$ cat src/rtl/bus_cycle_unit_pkg.sv
// Shared types and constants for the bus cycle sequencer and its address incrementer.
package bus_cycle_unit_pkg;

  // M-cycle states: idle plus the four T-states of one bus cycle.
  typedef enum logic [2:0] {
    StIdle,
    StT1,
    StT2,
    StT3,
    StT4
  } state_e;

  // IDU operation encodings; 2'b11 behaves as pass.
  localparam logic [1:0] IduPass  = 2'b00;
  localparam logic [1:0] IduInc   = 2'b01;
  localparam logic [1:0] IduDec   = 2'b10;
  localparam logic [1:0] IduPass2 = 2'b11;

  // First address of the internal high region, which never asserts chip select.
  localparam logic [15:0] HiBaseDefault = 16'hFE00;

  // External strobes are active low.
  localparam logic StrobeInactive = 1'b1;
  localparam logic StrobeActive   = 1'b0;

  // Read data value at reset and after a timed-out read.
  localparam logic [7:0] RdataIdle = 8'hFF;

endpackage

$ cat src/rtl/bus_cycle_unit_idu.sv
// Combinational pass / +1 / -1 unit; also usable for direct SP/PC increment.
module idu_inc
  import bus_cycle_unit_pkg::*;
#(
  parameter int unsigned Width = 16
) (
  input  logic [Width-1:0] addr_i,
  input  logic [1:0]       op_i,
  output logic [Width-1:0] res_o
);

  // Modulo arithmetic: wraps naturally at the width boundary.
  always_comb begin
    res_o = addr_i;
    unique case (op_i)
      IduInc:  res_o = addr_i + Width'(1);
      IduDec:  res_o = addr_i - Width'(1);
      default: res_o = addr_i;
    endcase
  end

endmodule

$ cat src/rtl/bus_cycle_unit.sv
// Memory-cycle sequencer: captures an address/write byte per request, runs one
// T1..T4 cycle on the external bus and returns read data plus an IDU result.
module bus_cycle_unit
  import bus_cycle_unit_pkg::*;
#(
  parameter int unsigned       ADDR_W   = 16,
  parameter int unsigned       DATA_W   = 8,
  parameter int unsigned       MAX_WAIT = 15,
  parameter logic [ADDR_W-1:0] HI_BASE  = ADDR_W'(HiBaseDefault)
) (
  input  logic                CLK,
  input  logic                SYNC_RES,
  input  logic                req,
  output logic                ack,
  input  logic                wr,
  input  logic [ADDR_W/2-1:0] adl,
  input  logic [ADDR_W/2-1:0] adh,
  input  logic [DATA_W-1:0]   dl_wdata,
  input  logic [1:0]          idu_op,
  output logic                busy,
  output logic                done,
  output logic [DATA_W-1:0]   dl_rdata,
  output logic [ADDR_W-1:0]   idu_q,
  output logic                timeout,
  output logic [ADDR_W-1:0]   ext_a,
  output logic [DATA_W-1:0]   ext_d_out,
  output logic                ext_d_oe,
  input  logic [DATA_W-1:0]   ext_d_in,
  output logic                ext_nrd,
  output logic                ext_nwr,
  output logic                ext_ncs,
  input  logic                ext_wait
);

  localparam logic [3:0] MaxWaitCnt = 4'(MAX_WAIT);

  state_e state_q, state_d;

  logic [ADDR_W-1:0] addr_q, addr_d;
  logic [DATA_W-1:0] wdata_q, wdata_d;
  logic              wr_q, wr_d;
  logic [1:0]        op_q, op_d;
  logic [3:0]        wait_cnt_q, wait_cnt_d;
  logic [DATA_W-1:0] rdata_q, rdata_d;
  logic [ADDR_W-1:0] idu_res_q, idu_res_d;
  logic              timeout_q, timeout_d;

  logic              accept;
  logic              wait_expired;
  logic [ADDR_W-1:0] idu_res;

  assign accept       = req && ((state_q == StIdle) || (state_q == StT4));
  assign wait_expired = (state_q == StT3) && (wait_cnt_q == MaxWaitCnt);

  idu_inc #(
    .Width (ADDR_W)
  ) u_idu (
    .addr_i (addr_q),
    .op_i   (op_q),
    .res_o  (idu_res)
  );

  // State register.
  always_ff @(posedge CLK) begin
    if (SYNC_RES) begin
      state_q <= StIdle;
    end else begin
      state_q <= state_d;
    end
  end

  // Next-state logic; T3 stretches on ext_wait until the wait budget runs out.
  always_comb begin
    state_d = state_q;
    unique case (state_q)
      StIdle:  if (accept) state_d = StT1;
      StT1:    state_d = StT2;
      StT2:    state_d = StT3;
      StT3:    if (wait_expired || !ext_wait) state_d = StT4;
      StT4:    state_d = accept ? StT1 : StIdle;
      default: state_d = StIdle;
    endcase
  end

  // Datapath register bank.
  always_ff @(posedge CLK) begin
    if (SYNC_RES) begin
      addr_q     <= '0;
      wdata_q    <= '0;
      wr_q       <= 1'b0;
      op_q       <= IduPass;
      wait_cnt_q <= '0;
      rdata_q    <= DATA_W'(RdataIdle);
      idu_res_q  <= '0;
      timeout_q  <= 1'b0;
    end else begin
      addr_q     <= addr_d;
      wdata_q    <= wdata_d;
      wr_q       <= wr_d;
      op_q       <= op_d;
      wait_cnt_q <= wait_cnt_d;
      rdata_q    <= rdata_d;
      idu_res_q  <= idu_res_d;
      timeout_q  <= timeout_d;
    end
  end

  // Datapath next-state: latch on accept, count waits and capture results on T3 exit.
  always_comb begin
    addr_d     = addr_q;
    wdata_d    = wdata_q;
    wr_d       = wr_q;
    op_d       = op_q;
    wait_cnt_d = wait_cnt_q;
    rdata_d    = rdata_q;
    idu_res_d  = idu_res_q;
    timeout_d  = timeout_q;
    if (accept) begin
      addr_d     = {adh, adl};
      wdata_d    = dl_wdata;
      wr_d       = wr;
      op_d       = idu_op;
      wait_cnt_d = '0;
      timeout_d  = 1'b0;
    end else if (state_q == StT3) begin
      if (wait_expired) begin
        // Forced completion: the read data is not trustworthy.
        timeout_d = 1'b1;
        idu_res_d = idu_res;
        if (!wr_q) rdata_d = DATA_W'(RdataIdle);
      end else if (!ext_wait) begin
        idu_res_d = idu_res;
        if (!wr_q) rdata_d = ext_d_in;
      end else begin
        wait_cnt_d = wait_cnt_q + 4'd1;
      end
    end
  end

  // Output decode from state and latched cycle attributes.
  always_comb begin
    logic in_t1_t3;
    logic in_t2_t3;
    logic in_t2_t4;
    in_t1_t3  = (state_q == StT1) || (state_q == StT2) || (state_q == StT3);
    in_t2_t3  = (state_q == StT2) || (state_q == StT3);
    in_t2_t4  = in_t2_t3 || (state_q == StT4);
    ack       = accept;
    busy      = (state_q != StIdle);
    done      = (state_q == StT4);
    dl_rdata  = rdata_q;
    idu_q     = idu_res_q;
    timeout   = timeout_q;
    ext_a     = busy ? addr_q : '0;
    ext_ncs   = (in_t1_t3 && (addr_q < HI_BASE)) ? StrobeActive : StrobeInactive;
    ext_nrd   = (in_t1_t3 && !wr_q) ? StrobeActive : StrobeInactive;
    ext_nwr   = (in_t2_t3 && wr_q) ? StrobeActive : StrobeInactive;
    ext_d_oe  = in_t2_t4 && wr_q;
    ext_d_out = ext_d_oe ? wdata_q : '0;
  end

endmodule

$ cat config.mk
export PLATFORM = sky130hd
export DESIGN_NAME = bus_cycle_unit
export DESIGN_NICKNAME = d
export VERILOG_FILES = /design/src/rtl/bus_cycle_unit_pkg.sv /design/src/rtl/bus_cycle_unit_idu.sv /design/src/rtl/bus_cycle_unit.sv
export SDC_FILE = /design/constraint.sdc
export NUM_CORES = 1
export LEC_CHECK = 0
export BUFFER_PORTS_ARGS = -buffer_cell sky130_fd_sc_hd__buf_2
export CAP_MARGIN = 20
export CORE_UTILIZATION = 55
export CTS_BUF_LIST = sky130_fd_sc_hd__clkbuf_4
export DETAILED_ROUTE_END_ITERATION = 8
export PLACE_DENSITY = 0.8
export SYNTH_ARGS = -nofsm -noshare
export SYNTH_HDL_FRONTEND = slang
export SYNTH_SLANG_ARGS = --single-unit
$ cat constraint.sdc
create_clock -name CLK -period 8.65 [get_ports CLK]
set_clock_uncertainty 0.1 [all_clocks]
set_input_delay 0 -clock CLK [delete_from_list [all_inputs] [get_ports CLK]]
set_output_delay 0 -clock CLK [all_outputs]
set_load 0.03 [all_outputs]
======== Yosys cells after proc, flatten, opt, wreduce, memory -nomap -nowiden ========
Index checks and enable logic that the tools add are counted.
Widths: inputs -> output; s select.
storage, ports and cells
  register bits ........................... 59
  latch bits .............................. 0
  memory bits (writable) .................. 0
  memory bits (read-only) ................. 0
  input bits .............................. 39
  logic and storage cells ................. 64
  memories ................................ 0
cells by class
  $add $sub $neg .......................... 3
  $mul .................................... 0
  divide/modulo/power cells ............... 0
  order comparisons ....................... 1
  equality and inequality tests ........... 10
  shift operators ......................... 0
  multiplexer cells ....................... 16
  bitwise gates (word level) .............. 3
  reduce and logical (&&, ||, !) cells .... 22
operators by type and width
  kind                   count
  $mux 16                3
  $mux 8                 5
  $pmux 16 s2            1
  $add 16x1->16 const B  1
  $lt 16x16->1 const B   1
  $sub 16x1->16 const B  1
  $pmux 3 s5             1
  $eq 3x2->1 const B     2
  $logic_and 1x1->1      6
  $logic_or 1x1->1       6
  $mux 3                 2
  $reduce_and 3->1       2
  $add 4x1->4 const B    1
  $eq 4x4->1 const B     1
  $mux 1                 4
  $ne 2x2->1 const B     2
  $reduce_and 2->1       2
  $reduce_and 4->1       1
  $eq 3x1->1 const B     1
  $eq 3x3->1 const B     1
  $logic_not 3->1        1
  $not 1->1              3
  $reduce_bool 3->1      1
  $eq 2x1->1 const B     1
  4 further kinds        5

======== Logic depth before layout (Yosys ltp) ========
  depth in word-level cells ............... 5
  depth in mapped cells ................... 14
  gate-level depth less buffers ........... 10

======== Modules after synthesis ========
A second synthesis with hierarchy kept.
second synthesis, totals
  cell total of the unflattened synthesis .. 491
  area total of the unflattened synthesis .. 3911.3 um2
modules (own cells, without submodules)
  module          times used  cells each  area each (um2)  seq. area each (um2)
  bus_cycle_unit  1           306         2602.5           1181.1
  idu_inc         1           185         1308.8           0.0

======== Least setup slack after synthesis ========
No wires, ideal clock.
  path type ............................... flip-flop to flip-flop
  start point ............................. register op_q[0]
  end point ............................... register idu_res_q[6] (netlist: idu_q[6])
  library setup time ...................... 86 ps
  arrival ................................. 2787 ps
  data required time ...................... 8464 ps
  slack ................................... 5677 ps
  cell stages (with the launch flop) ...... 15
  buffers on the path ..................... 4
  period minus slack after synthesis ...... 2973 ps
  cell sequence ........................... dfxtp_1 > inv_1 > ha_1 > buf_4 > buf_2 > buf_2 > buf_2 > xor2_1 > ha_1 > or3_1 > a21oi_1 > nor2_1 > a211o_1 > xnor2_1 > a211oi_1
between the ends
  word-level cells in the longest chain between the ends .. 4
  elaborated cells between the ends (all ways) .. 5
ends and longest elaborated chain
  element                                   RTL line                  source
  start, declared                           bus_cycle_unit.sv:42      logic [1:0] op_q, op_d;
  start signal, assigned                    bus_cycle_unit.sv:91      op_q <= IduPass;
  start signal, assigned                    bus_cycle_unit.sv:100     op_q <= op_d;
  $eq 2x2->1 or $eq 2x1->1 (tied branches)  bus_cycle_unit_idu.sv:15  unique case (op_i)
  $pmux 16 s2 *                             bus_cycle_unit_idu.sv:15
  $mux 16                                   bus_cycle_unit.sv:131     end else if (!ext_wait) begin
  $mux 16 *                                 bus_cycle_unit.sv:126     if (wait_expired) begin
  end signal, assigned                      bus_cycle_unit.sv:103     idu_res_q <= idu_res_d;
  end, declared                             bus_cycle_unit.sv:45      logic [ADDR_W-1:0] idu_res_q, idu_res_d;
Mark *: on every way between the ends. The rest lies on a longest branch, timed or not. The select of a mux whose other input is x is not followed.
A chain may end at the register's enable or synchronous reset.

======== Worst setup path after layout ========
  start point ............................. register state_q[0]
  end point ............................... output ack
between the ends
  word-level cells in the longest chain between the ends .. 3
  elaborated cells between the ends (all ways) .. 4
ends and longest elaborated chain
  element                                        RTL line              source
  start, declared                                bus_cycle_unit.sv:37  state_e state_q, state_d;
  start signal, assigned                         bus_cycle_unit.sv:66  state_q <= StIdle;
  start signal, assigned                         bus_cycle_unit.sv:68  state_q <= state_d;
  $eq 3x3->1 or $logic_not 3->1 (tied branches)  bus_cycle_unit.sv:52  assign accept = req && ((state_q == StIdle) || (state_q == StT4));
  $logic_or 1x1->1 *                             bus_cycle_unit.sv:52
  $logic_and 1x1->1 *                            bus_cycle_unit.sv:52
  end, declared                                  bus_cycle_unit.sv:14  output logic ack,
Mark *: on every way between the ends. The rest lies on a longest branch, timed or not.

==> insert_results.sql <==
INSERT INTO impl_metrics (metric_group, metric, value, unit) VALUES
('run_status', 'outcome', 'complete, but fails checks', ''),
('routing', 'postRouteWirelength', '10.6', 'mm'),
('power_and_ir_drop', 'vdd_drop_max', '110', 'µV'),
('run_status', 'failed_checks', 'DRC', ''),
('logic_synthesis', 'synthDominantCellAreaShare', '32.0', '%'),
('floorplanning', 'fp.dieW', '84.0', 'µm'),
('global_route', 'grt_max_degree', '63', ''),
('sta', 'report.final.hold_viol_count', '0', ''),
('routing', 'antenna_viol_nets_final', '0', ''),
('global_route', 'grt_overflow', '0', ''),
('sta', 'timing.final.max_slew_violations', '0', ''),
('clocking', 'ctsLongestPathBuffers', '2', ''),
('setup_path', 'crit_type', 'reg2out', ''),
('logic_synthesis', 'post_synth_main_area_contributors', 'sky130_fd_sc_hd__dfxtp_1 (32%), sky130_fd_sc_hd__nand2_1 (7.7%), sky130_fd_sc_hd__a21oi_1 (5.6%)', ''),
('routing', 'drtIter0Drc', '429', ''),
('layout', 'layout-drive-gt1-share', '20.7', '%'),
('layout', 'antenna-diode-count', '0', ''),
('placement', 'globalplace.congestion', '0.962', ''),
('clocking', 'clock_tree_from_tritoncts', 'done', ''),
('clocking', 'post_cts_setup_inserts', '0', ''),
('placement', 'dpl.hpwl', '6.62', 'mm'),
('sta', 'fin_crit', '3.01', 'ns'),
('logic_synthesis', 'syn_avg_cell_area', '7.49', 'µm²'),
('sta', 'maxSlewHeadroom', '32.6', '%'),
('setup_path', 'startpoint_type', 'flip-flop', ''),
('logic_synthesis', 'ys.warnings.count', '0', ''),
('run', 'max_cap_viol_count', '0', ''),
('floorplanning', 'floorplan.initialDensity', '57.5', '%'),
('logic_synthesis', 'synth_cell_type_count', '70', ''),
('logic_synthesis', 'post-synth-top-area-cell', 'sky130_fd_sc_hd__dfxtp_1', ''),
('sta', 'final.period_utilization', '34.8', '%'),
('placement', 'post-place-cells', '623', ''),
('setup_path', 'worstPathMaxFanout', '33', ''),
('power_and_ir_drop', 'power.density', '151', 'nW/µm²'),
('power_and_ir_drop', 'design_power', '0.701', 'mW'),
('logic_synthesis', 'synthFlopType', 'sky130_fd_sc_hd__dfxtp_1', ''),
('routing', 'wl_per_cell', '15.6', 'µm'),
('logic_synthesis', 'syn-cell-area', '3690', 'µm²'),
('setup_path', 'critPathRequiredTime', '8.55', 'ns'),
('placement', 'port_buffers', '94', ''),
('logic_synthesis', 'synthesis.nets', '536', ''),
('logic_synthesis', 'synth_enable_flop_cells', '0', ''),
('floorplanning', 'row_count', '29', ''),
('floorplanning', 'die_h', '84.0', 'µm'),
('routing', 'routed-via-count', '4052', ''),
('clocking', 'worst_setup_hold_path_clk_slew', '0.10', 'ns'),
('power_and_ir_drop', 'power.leakage', '1.94', 'nW'),
('floorplanning', 'i_o_pin_cnt', '95', ''),
('clocking', 'clock-root-buffer', 'sky130_fd_sc_hd__clkbuf_4', ''),
('clocking', 'clock_sinks', '59', ''),
('logic_synthesis', 'post_synth_inst_count', '493', ''),
('global_route', 'vias_in_the_first_global_route', '3618', ''),
('routing', 'via_per_inst', '5.99', ''),
('floorplanning', 'placeableCoreArea', '6420', 'µm²'),
('clocking', 'htree_levels', '3', ''),
('routing', 'detail_route.first_pass.iterations', '7', ''),
('setup_path', 'critical_path.slowest_cell', 'sky130_fd_sc_hd__inv_1', ''),
('global_route', 'grt_antenna_before_repair', '0', ''),
('sta', 'timing.final.setup_violations', '0', ''),
('layout', 'finalNetCount', '637', ''),
('global_route', 'grt_util_all_layers', '30.5', '%'),
('logic_synthesis', 'synth-seq-cells', '59', ''),
('logic_synthesis', 'sequential_element_share_of_the_synthesized_area', '32.0', '%'),
('sta', 'rsz0062_at_grt', 'no', ''),
('setup_path', 'worst_endpoint_data_arrival_time', '2.91', 'ns'),
('setup_path', 'end_kind', 'output port', ''),
('setup_path', 'cp_cell_sequence', 'nor2_1 > nand2_1 > inv_1 > buf_2', ''),
('clocking', 'clk-insertion-delay-late', '0.42', 'ns'),
('sta', 'max_fclk', '0.332', 'GHz'),
('global_route', 'grt_first_pass_wirelength', '17.2', 'mm'),
('clocking', 'tritoncts.num_buffers', '9', ''),
('logic_synthesis', 'fraction_of_registers_with_async_set_reset', '0', '%'),
('floorplanning', 'die_area', '7050', 'µm²'),
('layout', 'layout-area-overhead-vs-synth', '25.2', '%'),
('setup_path', 'cpPeakStageDelay', '0.99', 'ns'),
('worst_hold_path', 'hp-class', 'in2reg', ''),
('layout', 'layoutNonFillerInstCount', '676', ''),
('routing', 'drt_drc_violations_left', '12', ''),
('sta', 'fin_setup_tns', '0', 'ns'),
('sta', 'max_slew.worst_pin.slew', '1.01', 'ns');
==> layout make-up <==
cell class | instances | area, µm²
multi-input combinational | 383 | 2300
fill | 508 | 1800
sequential | 59 | 1180
timing repair buffer | 133 | 856
tap | 77 | 96.3
clock buffer | 11 | 82.6
clock inverter | 5 | 77.6
inverter | 8 | 30.0
==> where the power goes <==
part           internal [mW]  switching (mW)
clock network          0.123           0.104
logic                 0.0628          0.0998
registers              0.284          0.0270
total                  0.470           0.231
==> flip-flops by register name (all words and copies together), names as in the netlist <==
name        flops
dl_rdata        8
wr_q            1
op_q            2
idu_q          16
timeout         1
wdata_q         8
wait_cnt_q      4
state_q         3
addr_q         16
==> final timing paths <==
kind | from | to | slack, ns | cells after the start
hold / removal | SYNC_RES | state_q[0]$_SDFFE_PP0P_ | 0.1 | 2
setup reg to reg | op_q[0]$_SDFFE_PP0P_ | idu_q[6]$_SDFFE_PP0P_ | 5.66 | 11
setup / recovery | state_q[0]$_SDFFE_PP0P_ | ack | 5.64 | 4
hold reg to reg | idu_q[0]$_SDFFE_PP0P_ | idu_q[0]$_SDFFE_PP0P_ | 0.35 | 2
==> Yosys cell counts, types with 8 or more instances <==
library cell                n
sky130_fd_sc_hd__nand2_1   76
sky130_fd_sc_hd__dfxtp_1   59
sky130_fd_sc_hd__a21oi_1   41
sky130_fd_sc_hd__nor2_1    33
sky130_fd_sc_hd__clkbuf_1  32
sky130_fd_sc_hd__o21ai_0   29
sky130_fd_sc_hd__nor2b_1   18
sky130_fd_sc_hd__nor3_1    14
sky130_fd_sc_hd__nor4_1    13
sky130_fd_sc_hd__xnor2_1   12
sky130_fd_sc_hd__and2_1    10
sky130_fd_sc_hd__nand3_1   10
sky130_fd_sc_hd__or3_1      8
sky130_fd_sc_hd__xor2_1     8
==> through the flow <==
step / cell area [µm²] / hold slack, ns / util, % / setup slack [ns]
final: 4630 / 0.0993 / 72.0 / 5.64
after global routing: 4630 / 0.128 / 72.0 / 5.40
after CTS: 4630 / 0.0690 / 72.0 / 5.65
after detailed placement: 4100 / 0.147 / 63.8 / 5.73
after global placement: 4100 / 0.140 / 63.8 / 5.80
after floorplan: 3690 / 0.0360 / - / 5.68
==> routing by layer <==
layer	up-vias	GRT usage (%)	share of wire [%]
li1	1969	-	-
met1	1871	39.4	43
met2	196	51.0	48
met3	16	5.44	6.9
met4	0	11.1	1.4
met5	-	0	0
==> placed cells by master, fill, tap and decap left out, types with 3 or more instances in the layout <==
cell type,synthesis,layout
sky130_fd_sc_hd__a211oi_1,4,4
sky130_fd_sc_hd__a21o_1,4,4
sky130_fd_sc_hd__a21oi_1,41,41
sky130_fd_sc_hd__a311oi_1,3,3
sky130_fd_sc_hd__a31oi_1,3,3
sky130_fd_sc_hd__a32oi_1,4,4
sky130_fd_sc_hd__and2_1,10,10
sky130_fd_sc_hd__and3_1,3,3
sky130_fd_sc_hd__and4b_1,3,3
sky130_fd_sc_hd__buf_2,6,94
sky130_fd_sc_hd__clkbuf_4,0,11
sky130_fd_sc_hd__clkinv_1,2,3
sky130_fd_sc_hd__dfxtp_1,59,59
sky130_fd_sc_hd__dlygate4sd3_1,0,37
sky130_fd_sc_hd__ha_1,4,3
sky130_fd_sc_hd__inv_1,6,6
sky130_fd_sc_hd__mux2i_1,3,3
sky130_fd_sc_hd__nand2_1,76,76
sky130_fd_sc_hd__nand2b_1,6,6
sky130_fd_sc_hd__nand3_1,10,10
sky130_fd_sc_hd__nand3b_1,5,5
sky130_fd_sc_hd__nand4_1,4,4
sky130_fd_sc_hd__nor2_1,33,33
sky130_fd_sc_hd__nor2b_1,18,18
sky130_fd_sc_hd__nor3_1,14,13
sky130_fd_sc_hd__nor4_1,13,13
sky130_fd_sc_hd__nor4b_1,3,3
sky130_fd_sc_hd__o21a_1,4,4
sky130_fd_sc_hd__o21ai_0,29,29
sky130_fd_sc_hd__o21ai_1,3,3
sky130_fd_sc_hd__o22ai_1,4,4
sky130_fd_sc_hd__o31a_1,6,6
sky130_fd_sc_hd__or3_1,8,8
sky130_fd_sc_hd__xnor2_1,12,12
sky130_fd_sc_hd__xor2_1,8,8
==> cells by family after synthesis <==
| group | after synthesis | share of synthesized area [%] |
|---|---|---|
| adders and majority gates | 4 | 1.35 |
| AOI/OAI and AO/OA | 135 | 24.0 |
| buffers and inverters | 51 | 5.89 |
| muxes | 3 | 0.813 |
| and+or+nand+nor | 220 | 30.8 |
| DFF | 59 | 32.0 |
| xor gates and xnor gates | 21 | 5.18 |
==> repair_timing <==
action	CTS	global route
hold buffers	37	0
endpoints found under the setup margin	0	0
endpoints found under the hold margin	37	0
resized for setup	0	0
==> worst max-delay path, delay by kind of cell, from the launching register on <==
kind / cells / cell delay (ns)
buffers and inverters: 2 / 1.33
DFF: 1 / 0.36
and+or+nand+nor: 2 / 0.80
(Power assumes the default switching activity.)
